### src/rtl/seq_word_comparator.sv
// Bit-serial magnitude comparator: accepts WIDTH a/b bit pairs and reports eq/gt/lt.
// Bit order and signedness decide which differing pair owns the final decision.
module seq_word_comparator #(
    parameter int WIDTH     = 8,
    parameter int MSB_FIRST = 1
) (
    input  logic clk,
    input  logic reset,
    input  logic start,
    input  logic signed_mode,
    input  logic in_valid,
    input  logic a,
    input  logic b,
    output logic busy,
    output logic done,
    output logic eq,
    output logic gt,
    output logic lt
);
    localparam int CW = $clog2(WIDTH + 1);
    localparam logic [CW-1:0] LAST_CNT = CW'(WIDTH - 1);
    // The sign bit is the first pair when MSB-first, the last pair otherwise.
    localparam logic [CW-1:0] SIGN_CNT = (MSB_FIRST != 0) ? {CW{1'b0}} : LAST_CNT;

    typedef enum logic [1:0] {IDLE, SHIFT, DONE} state_t;
    typedef enum logic [1:0] {DEC_NONE, DEC_GT, DEC_LT} dec_t;

    state_t        state;
    dec_t          dec;
    dec_t          dec_next;
    dec_t          pair_dec;
    logic [CW-1:0] cnt;
    logic          signed_q;
    logic          sign_pair;
    logic          last_pair;

    always_comb begin
        sign_pair = signed_q && (cnt == SIGN_CNT);
        last_pair = (cnt == LAST_CNT);
        pair_dec  = (a ^ sign_pair) ? DEC_GT : DEC_LT;
        dec_next  = dec;
        if ((a ^ b) && ((MSB_FIRST == 0) || (dec == DEC_NONE))) begin
            dec_next = pair_dec;
        end
    end

    always_ff @(posedge clk) begin
        if (reset) begin
            state    <= IDLE;
            cnt      <= '0;
            dec      <= DEC_NONE;
            signed_q <= 1'b0;
            busy     <= 1'b0;
            done     <= 1'b0;
            eq       <= 1'b0;
            gt       <= 1'b0;
            lt       <= 1'b0;
        end else begin
            done <= 1'b0;
            if (start) begin
                // Restart from any state; the pair on the start cycle is dropped.
                state    <= SHIFT;
                busy     <= 1'b1;
                cnt      <= '0;
                dec      <= DEC_NONE;
                signed_q <= signed_mode;
            end else begin
                case (state)
                    SHIFT: begin
                        if (in_valid) begin
                            cnt <= cnt + CW'(1);
                            dec <= dec_next;
                            if (last_pair) begin
                                state <= DONE;
                                busy  <= 1'b0;
                                done  <= 1'b1;
                                eq    <= (dec_next == DEC_NONE);
                                gt    <= (dec_next == DEC_GT);
                                lt    <= (dec_next == DEC_LT);
                            end
                        end
                    end
                    DONE:    state <= IDLE;
                    default: state <= IDLE;
                endcase
            end
        end
    end
endmodule

### config.mk
export PLATFORM = sky130hd
export DESIGN_NAME = seq_word_comparator
export DESIGN_NICKNAME = d
export VERILOG_FILES = /design/src/rtl/seq_word_comparator.sv
export SDC_FILE = /design/constraint.sdc
export NUM_CORES = 1
export LEC_CHECK = 0
export CAP_MARGIN = 5
export CORE_MARGIN = 1.5
export CORE_UTILIZATION = 45
export DETAILED_ROUTE_END_ITERATION = 8
export HOLD_SLACK_MARGIN = 0.02
export PLACE_DENSITY = 0.7
export SYNTH_ARGS = -nofsm -noshare
export SYNTH_HDL_FRONTEND = slang
export SYNTH_SLANG_ARGS = --single-unit
### constraint.sdc
create_clock -name clk -period 1.44 [get_ports clk]
set_input_delay 0.288 -clock clk [delete_from_list [all_inputs] [get_ports clk]]
set_output_delay 0.288 -clock clk [all_outputs]
set_load 0.02 [all_outputs]
* Yosys cells after proc, flatten, opt, wreduce, memory -nomap -nowiden
Index checks and enable logic that the tools add are counted.
W data, S select, Z words.
** Operators by class
- $add $sub $neg :: 1
- Eq/ne operators :: 6
- Muxes and demuxes :: 11
- Bitwise operators :: 5
- Reductions and logical operators :: 16
** Operators by type and width (count)
- $mux W1 :: 9
- $ne A3 B3 Y1 const B :: 2
- $reduce_and A2 Y1 :: 3
- $reduce_bool A2 Y1 :: 3
- $add A4 B1 Y4 const B :: 1
- $eq A2 B1 Y1 const B :: 2
- $eq A4 B3 Y1 const B :: 1
- $logic_not A2 Y1 :: 2
- $logic_not A4 Y1 :: 1
- $mux W2 :: 2
- $reduce_and A4 Y1 :: 1
- $reduce_or A4 Y1 :: 1
- $not A1 Y1 :: 3
- $reduce_and A3 Y1 :: 1
- $reduce_or A3 Y1 :: 1
- $eq A2 B2 Y1 const B :: 1
- $logic_and A1 B1 Y1 :: 2
- $reduce_or A2 Y1 :: 1
- $xor A1 B1 Y1 :: 2
** Storage, ports and cells
- Bits in registers :: 14
- Input bits :: 7
- Output and inout bits :: 5
- Word-level logic and storage cells :: 49

* Longest topological paths before layout
- Depth after elaboration :: 6
- Mapped depth :: 5
- Gate-level depth less buffers :: 5

* Worst setup path before layout
OpenSTA, ideal clock, no wires.
- Path type :: reg-to-reg
- From :: register cnt[0]
- To :: register gt
- Library setup time :: 137 ps
- Arrival :: 1111 ps
- Required time :: 1303 ps
- Slack :: 191 ps
- Cell stages (with the launch flop) :: 6
- Path buffers :: 0
- Clock period less this slack :: 1249 ps
- Cell sequence :: dfxtp_1 -> inv_1 -> ha_1 -> and4bb_2 -> mux2i_1 -> a311oi_2
** Between the ends
- Cells in the longest elaborated chain, start to end :: 6
- Elaborated cells between the ends (all ways) :: 8
- Those cells by class :: eq/ne: 2; mux: 2; bitwise: 1; reduce/logical: 3
** Ends and longest elaborated chain
- start, declared :: line 32 : logic [CW-1:0] cnt;
- start signal, assigned :: line 71 : cnt <= cnt + CW'(1);
- $logic_not A4 Y1 :: line 38 : sign_pair = signed_q && (cnt == SIGN_CNT);
- $logic_and A1 B1 Y1 :: line 38
- $xor A1 B1 Y1 :: line 40 : pair_dec = (a ^ sign_pair) ? DEC_GT : DEC_LT;
- $mux W2 :: line 40
- $mux W2 :: line 42 : if ((a ^ b) && ((MSB_FIRST == 0) || (dec == DEC_NONE))) begin
- $eq A2 B1 Y1 :: line 78 : gt <= (dec_next == DEC_GT);
- end signal, assigned :: line 78
- end, declared :: line 17 : output logic gt,
Several ways; a longest one is shown, not always the timed one.
A chain may end at the register's enable or synchronous reset.

* Final worst setup path
Same ends and word-level chain as after synthesis.

==> results.ini <==
[die]
start_util_pct = 50.7
dieHeight_um = 42.2
dieArea_sq_um = 1780
ioPinCount = 12
die_x_um = 42.2
rows = 13
fp.coreArea_sq_um = 1370

[global_routing]
groute.usage.overall_pct = 18.1
grt_max_degree = 10
grt_pass1_vias = 573
overflow = 0
grt_pass1_wl_um = 2420
antenna_found_initial = 0

[yosys]
ys_seq_elements = 14
synth_largest_area_cell = dfxtp_1
yosys.area.top_type_share_pct = 40.4
syn_area_sq_um = 693
synth_area_leaders = dfxtp_1 40%, mux2i_1 5.8%, nor3b_1 5.4%
synth_cell_types = 31
synth.avg_cell_area_sq_um = 10.2
synth_nets = 77
ys.warnings.count = 0
yosysSeqAreaShare_pct = 40.4
synthCells = 68

[routing]
first_iter_violations = 1
routed_wl_um = 1300
wl_per_cell_um = 12.5
viasPerCell = 5.21
drtAntennaViolNets = 0
num_vias = 542
drc_errors = 0
dr.pass1.iters = 2

[timing]
tns_ns = 0
slew_headroom_pct = 83.3
finalSetupViolCount = 0
period_needed_ns = 1.34
worst_clock_skew_ns = 0.00682
period_share_pct = 93.3
tightest_slew_ns = 0.250
slew_violations = 0
final-hold-violation-count = 0
max_freq_mhz = 744
rsz0062_at_grt = no
setup_slack_ns = 0.0964

[place]
dpl_cell_area_sq_um = 866
gp_congestion = 0.755
io_buffers = 11
dp_slack_ns = -0.104
dp_hpwl_um = 1020
post-place-cells = 100

[finish]
areaGrowthSynthToFinish_pct = 30.9
num_antenna_cells = 0
drive_above_1_share_pct = 30.3
nets = 99
final_area_sq_um = 907
instances_no_fill = 104

[worst_setup_path]
cp.arrival_ns = 1.50
required_ns = 1.59
cpMaxStageDelayCell = dfxtp_2
crit_path_cell_trace = inv_2, ha_1, and4bb_2, mux2i_2, a311oi_2
end_kind = flop
crit_fanout = 3
criticalPathCategory = reg -> reg
slowest_delay_ns = 0.34
start_kind = flop

[job]
max-cap-violations = 0

[power_and_ir_drop]
leakage_nw = 0.366
powerDensity_nw_per_um2 = 860
vdd_ir_drop_max_mv = 0.655

[cts]
numClockSinks = 14
insertion_delay_ns = 0.28
clk_pin_slew_ns = 0.09
htree_num_levels = 1
numCtsBuffers = 3
cts_tree = done
root_buffer = clkbuf_4
cts_buffer_depth = 2

[status]
run_status = finished clean

[min_path]
hp-class = reg -> reg

-- path summary, 6_finish.rpt --
kind,from,end,slack (ns),cells after the start
worst max register to register,cnt[0],gt,0.1,5
worst min register to register,busy,busy,0.48,2
worst max-delay path,cnt[0],gt,0.1,5
worst min-delay path,busy,busy,0.48,2
-- critical path, delay by kind of cell, from the launching register on --
kind                       cells  cell delay, ns
adders and majority gates      1            0.14
buffers and inverters          1            0.06
AOI/OAI and AO/OA              1            0.12
DFF                            1            0.34
muxes                          1            0.27
and+or+nand+nor                1            0.28
-- where the power goes --
part / internal (mW) / switching [mW]
combinational: 0.0578 / 0.0410
clock: 0.154 / 0.127
sequential: 0.394 / 0.00650
total: 0.606 / 0.174
-- cell usage in the layout (no fill, tap or decap), drive strengths merged, types with 2 or more instances in the layout --
cell type      Yosys  layout
clkbuf             0       4
nand2b             2       2
a21oi              4       4
mux2i              4       4
inv                2       2
xnor2              2       2
nor2b              2       2
dlygate4sd2        0       5
o21ai              3       3
nor2               7       7
nand2              2       2
clkdlybuf4s50      0       6
nor3b              6       6
or2                2       2
dfxtp             14      14
ha                 2       2
buf                2       8
a311oi             2       2
-- metrics by stage --
step	power, mW	hold slack [ns]	util [%]
after floorplan	0.457	0.430	-
after global placement	0.506	0.477	63.4
after detailed placement	0.507	0.473	63.4
after CTS	0.787	0.487	65.6
after global routing	0.813	0.533	66.4
final	0.780	0.481	66.4
-- area by class of cell --
type	count	area (sq um)
inverter	2	7.51
timing repair buffer	19	164
sequential	14	283
clock buffer	4	36.3
fill	118	459
multi-input combinational	50	398
tap	15	18.8
-- cells by family after synthesis --
kind of cell | after synthesis | synth area share [%]
AO/OA/AOI/OAI | 11 | 12.3
XOR/XNOR | 3 | 3.79
adder cells (fa/ha/maj) | 2 | 3.61
buffers and inverters | 4 | 3.43
flip-flops | 14 | 40.4
multiplexers | 4 | 5.78
AND/OR/NAND/NOR | 30 | 30.7
-- synthesized netlist by cell type (all sizes together) --
cell type   n
dfxtp      14
nor2        7
nor3b       6
a21oi       4
mux2i       4
o21ai       3
a311oi      2
buf         2
ha          2
inv         2
nand2       2
nand2b      2
nor2b       2
or2         2
xnor2       2
a21bo       1
and2        1
and4b       1
and4bb      1
nand3       1
nand3b      1
nand4       1
nand4b      1
nor3        1
o21ba       1
or3         1
xor2        1
-- registers in the layout (all words and copies together) (netlist names) --
register	cells
lt	1
eq	1
cnt	4
dec	2
done	1
busy	1
state	2
signed_q	1
gt	1
-- metal layers --
metal,GRT usage [%],part of all wire (%),vias up
met4,11.3,3.1,0
met2,28.0,46,9
met5,0,0,-
li1,-,-,286
met1,23.0,47,243
met3,3.45,3.7,4
-- what timing repair did --
action                     in CTS  in global routing
gates cloned                    0                  0
resized for setup               5                  6
setup endpoints to repair       5                  3
pin swaps                       0                  2
buffers inserted                0                  0
hold buffers                    0                  0
hold endpoints to repair        0                  0
Note: power is estimated with default switching activity, not from simulation.
